$ cat src/rtl/button_pkg.sv
// Shared definitions for the button path: debouncer FSM states and default sizing.
package button_pkg;

  typedef enum logic [1:0] {
    IDLE_LOW  = 2'd0,
    WAIT_HIGH = 2'd1,
    IDLE_HIGH = 2'd2,
    WAIT_LOW  = 2'd3
  } btn_state_e;

  localparam int STABLE_CYCLES_DEF = 16;
  localparam int SYNC_STAGES_DEF   = 2;
  localparam int BOUNCE_CNT_W_DEF  = 8;

endpackage

$ cat src/rtl/sync_ff.sv
// N-stage flop chain bringing an asynchronous level into the i_clk domain.
module sync_ff #(
  parameter int N = 2
) (
  input  logic i_clk,
  input  logic i_rst_n,
  input  logic i_d,
  output logic o_q
);

  logic [N-1:0] r_sync;

  always_ff @(posedge i_clk) begin
    if (!i_rst_n) r_sync <= '0;
    else          r_sync <= {r_sync[N-2:0], i_d};
  end

  assign o_q = r_sync[N-1];

endmodule

$ cat src/rtl/button_debouncer.sv
// Synchronizes a bouncy button and accepts a level only after STABLE_CYCLES steady samples.
// Optional bounce statistics counter: define BUTTON_DEBOUNCER_STATS_EN.
module button_debouncer
  import button_pkg::*;
#(
  parameter int STABLE_CYCLES = STABLE_CYCLES_DEF,
  parameter int SYNC_STAGES   = SYNC_STAGES_DEF,
  parameter int BOUNCE_CNT_W  = BOUNCE_CNT_W_DEF
) (
  input  logic                    i_clk,
  input  logic                    i_rst_n,
  input  logic                    i_btn,
  output logic                    o_btn_level,
  output logic                    o_press,
  output logic                    o_release,
  output logic [BOUNCE_CNT_W-1:0] o_bounce_cnt
);

  localparam int              CNT_W    = $clog2(STABLE_CYCLES);
  localparam logic [CNT_W-1:0] CNT_LAST = CNT_W'(STABLE_CYCLES - 1);

  logic             w_s;
  btn_state_e       r_state;
  logic [CNT_W-1:0] r_cnt;
  logic             r_level;
  logic             r_press;
  logic             r_release;

  sync_ff #(.N(SYNC_STAGES)) u_sync (
    .i_clk   (i_clk),
    .i_rst_n (i_rst_n),
    .i_d     (i_btn),
    .o_q     (w_s)
  );

  // A revert on the final count beats completion: the abort check comes first.
  always_ff @(posedge i_clk) begin
    if (!i_rst_n) begin
      r_state   <= IDLE_LOW;
      r_cnt     <= '0;
      r_level   <= 1'b0;
      r_press   <= 1'b0;
      r_release <= 1'b0;
    end else begin
      r_press   <= 1'b0;
      r_release <= 1'b0;
      case (r_state)
        IDLE_LOW: begin
          if (w_s) begin
            r_state <= WAIT_HIGH;
            r_cnt   <= CNT_W'(1);
          end
        end
        WAIT_HIGH: begin
          if (!w_s) begin
            r_state <= IDLE_LOW;
            r_cnt   <= '0;
          end else if (r_cnt == CNT_LAST) begin
            r_state <= IDLE_HIGH;
            r_cnt   <= '0;
            r_level <= 1'b1;
            r_press <= 1'b1;
          end else begin
            r_cnt <= r_cnt + 1'b1;
          end
        end
        IDLE_HIGH: begin
          if (!w_s) begin
            r_state <= WAIT_LOW;
            r_cnt   <= CNT_W'(1);
          end
        end
        WAIT_LOW: begin
          if (w_s) begin
            r_state <= IDLE_HIGH;
            r_cnt   <= '0;
          end else if (r_cnt == CNT_LAST) begin
            r_state   <= IDLE_LOW;
            r_cnt     <= '0;
            r_level   <= 1'b0;
            r_release <= 1'b1;
          end else begin
            r_cnt <= r_cnt + 1'b1;
          end
        end
        default: begin
          r_state <= IDLE_LOW;
          r_cnt   <= '0;
        end
      endcase
    end
  end

  assign o_btn_level = r_level;
  assign o_press     = r_press;
  assign o_release   = r_release;

`ifdef BUTTON_DEBOUNCER_STATS_EN
  logic                    w_abort;
  logic [BOUNCE_CNT_W-1:0] r_bounce_cnt;

  assign w_abort = ((r_state == WAIT_HIGH) && !w_s) || ((r_state == WAIT_LOW) && w_s);

  // Saturating: a stuck-bouncy switch must not wrap back to a small count.
  always_ff @(posedge i_clk) begin
    if (!i_rst_n)                            r_bounce_cnt <= '0;
    else if (w_abort && (r_bounce_cnt != '1)) r_bounce_cnt <= r_bounce_cnt + 1'b1;
  end

  assign o_bounce_cnt = r_bounce_cnt;
`else
  assign o_bounce_cnt = '0;
`endif

endmodule

$ cat config.mk
export PLATFORM = sky130hd
export DESIGN_NAME = button_debouncer
export DESIGN_NICKNAME = d
export VERILOG_FILES = /design/src/rtl/button_pkg.sv /design/src/rtl/sync_ff.sv /design/src/rtl/button_debouncer.sv
export SDC_FILE = /design/constraint.sdc
export NUM_CORES = 1
export LEC_CHECK = 0
export ABC_AREA = 1
export BUFFER_PORTS_ARGS = -buffer_cell sky130_fd_sc_hd__buf_4
export CAP_MARGIN = 30
export CORE_AREA = 2 2 39 41
export CTS_BUF_LIST = sky130_fd_sc_hd__clkbuf_16
export DETAILED_ROUTE_END_ITERATION = 8
export DIE_AREA = 0 0 41 43
export PLACE_DENSITY = 0.63
export SYNTH_ARGS = -nofsm -noshare
export SYNTH_HDL_FRONTEND = slang
export SYNTH_SLANG_ARGS = --single-unit
$ cat constraint.sdc
create_clock -name i_clk -period 1.2 [get_ports i_clk]
set_input_delay 0.06 -clock i_clk [delete_from_list [all_inputs] [get_ports i_clk]]
set_output_delay 0.06 -clock i_clk [all_outputs]
set_load 0.02 [all_outputs]
==> impl_metrics.yaml <==
run_status:
  status: "completed"
global_route:
  antenna_found_initial: 0
  grt_pass1_wl_mm: 1.49
  grt_use_total_pct: 13.1
  met1_usage_pct: 16.4
  grt_pass1_vias: 384
  grt_overflow_total: 0
  globalRouteMet3Util_pct: 4.71
  gr-usage-met2_pct: 17.5
  grt_start_max_net_pins: 8
  busiest_layer: "met2"
die:
  die_h_um: 43
  start_util_pct: 41.1
  die_x_um: 41
  die-area_mm2: 0.00176
  ios: 14
  rows: 14
  design.core.area_mm2: 0.00138
sta:
  fin_crit_sh_pct: 87.3
  finalHoldViolCount: 0
  setup_tns_ps: 0
  rsz0062_at_grt: "no"
  final-setup-viol-count: 0
  fmax_mhz: 954
  skew_ps: 3.97
  finalCriticalPeriod_ps: 1050
  fin_hold_ws_ps: 12.7
  slew_viol_final: 0
clock_tree:
  cts_tree: "yes"
  cts.path.max_buffers: 2
  clock_latency_ps: 240
  tritoncts.num_buffers: 3
  clock_tree.root_cell: "clkbuf_16"
  cts_sinks: 11
  cts_max_level: 1
  clk_pin_slew_ps: 40
  cts_setup_buffers: 0
finish:
  final_nets: 87
  final_layout_size_suffix_gt1_share_pct: 29.3
  finish.utilization_pct: 49.6
  insertedDiodeCount: 0
  area_delta_synth_final_pct: 20.7
critical_path:
  cp.required_ps: 1330
  path_class: "flop to flop"
  crit_arrival_ps: 1180
  crit_fanout: 4
  startpoint_type: "flop"
  cp-end-kind: "flop"
min_path:
  hold_path_class: "input pin to flop"
place:
  hpwlAfterDp_um: 686
  io_buffers: 5
  globalplace.congestion: 0.798
routing:
  vias_per_cell: 4.55
  drt-initial-drc-count: 11
  first_pass_iters: 4
  vias: 446
  drc: 0
  antenna_left: 0
  wl_per_cell_um: 9.05
  wl_um: 887
synthesis:
  synth.avg_cell_area_um2: 7.69
  synthesis.instances: 74
  ys_warn_count: 0
  syn_area_um2: 569
  yosysSeqAreaShare_pct: 38.7
  yosys.area.top_type: "dfxtp_1"
  synth_area_leaders: "dfxtp_1 (39%), nand2_1 (13%), buf_4 (11%)"
  synth_top_area_share_pct: 38.7
  ys_ff_latch: 11
  synth.distinct_cells: 18
power:
  leakage_nw: 0.300
  irDropWorstVdd_mv: 1.33
  power.density_mw_per_mm2: 1570
run:
  drv_cap: 0
[synth_stat cells]
master    number
a21oi_1        2
nand2_4        2
o21bai_2       1
nor2_1         5
nor4_1         2
nand2_1       19
nor2_4         2
nand3_1        4
conb_1         1
inv_1          5
dfxtp_1       11
a211oi_1       2
a21oi_2        2
buf_4          8
inv_2          4
nand2_2        2
o21ai_0        1
ha_1           1
[per-stage QoR]
stage	power (W)	setup WS, ps	instances	cell area [um^2]
2_1_floorplan	0.000481	175	81	596
3_3_place_gp	0.000478	136	94	593
3_5_place_dp	0.000479	119	94	593
4_1_cts	0.00109	108	98	672
5_1_grt	0.00112	31.3	98	687
6_report	0.00108	152	98	687
[cell families (layout without fill, tap and decap cells)]
logic type      Yosys count  after routing  share of synthesized area [%]
compound gates            8              8                           10.3
fa+ha+maj                 1              1                           2.20
buf+inv                  17             18                           16.5
flops                    11             11                           38.7
other cells               1              8                          0.659
simple gates             36             36                           31.6
[cell usage in the layout, fill, tap and decap left out, types with 3 or more instances in the layout]
master,Yosys,final
nand2_1,19,19
dfxtp_1,11,9
conb_1,1,8
inv_1,5,6
nor2_1,5,5
buf_4,8,5
inv_2,4,4
nand3_1,4,4
clkbuf_16,0,3
[critical path: stages (launching register included)]
cell and delay, ps:
dfxtp_2 350, ha_4 150, nand2_2 70, nor2_4 150, o21bai_2 90, nor2_1 90
nor2_1 50
[what timing repair did]
item / in CTS / in global routing
setup endpoints to repair: 0 / 1
hold buffers: 0 / 0
resized for setup: 0 / 4
[layer usage]
metal | vias up | wire [um]
li1 | 234 | -
met1 | 195 | 403
met2 | 15 | 401
met3 | 2 | 53
met4 | 0 | 29
met5 | - | 0
[power breakdown]
part,switching [W],internal [W]
combinational,0.0000634,0.0000244
clock,0.000168,0.000438
sequential,0.00000873,0.000378
total,0.000240,0.000840
[final cells by class]
type,instances,area (um^2)
fill,141,697
multi-input combinational,53,294
sequential,11,223
clock buffer,3,75.1
timing repair buffer,5,37.5
inverter,9,33.8
tap,16,20.0
clock inverter,1,3.75
[final timing paths]
| kind | depth (start not counted) | startpoint | slack, ps | end |
|---|---|---|---|---|
| setup / recovery | 6 | r_cnt[1] | 150 | flop |
| hold / removal | 3 | i_btn | 10 | u_sync.r_sync[0] |
| setup reg to reg | 6 | r_cnt[1] | 150 | flop |
| hold reg to reg | 2 | u_sync.r_sync[0] | 410 | u_sync.r_sync[1] |
[sequential cells by signal, summed over array words and instances, names as in the netlist, named ones only]
register and count:
r_cnt 4, o_press 1, r_state 1, u_sync.r_sync 2, o_btn_level 1, o_release 1
Power figures use the tool's default switching activity.
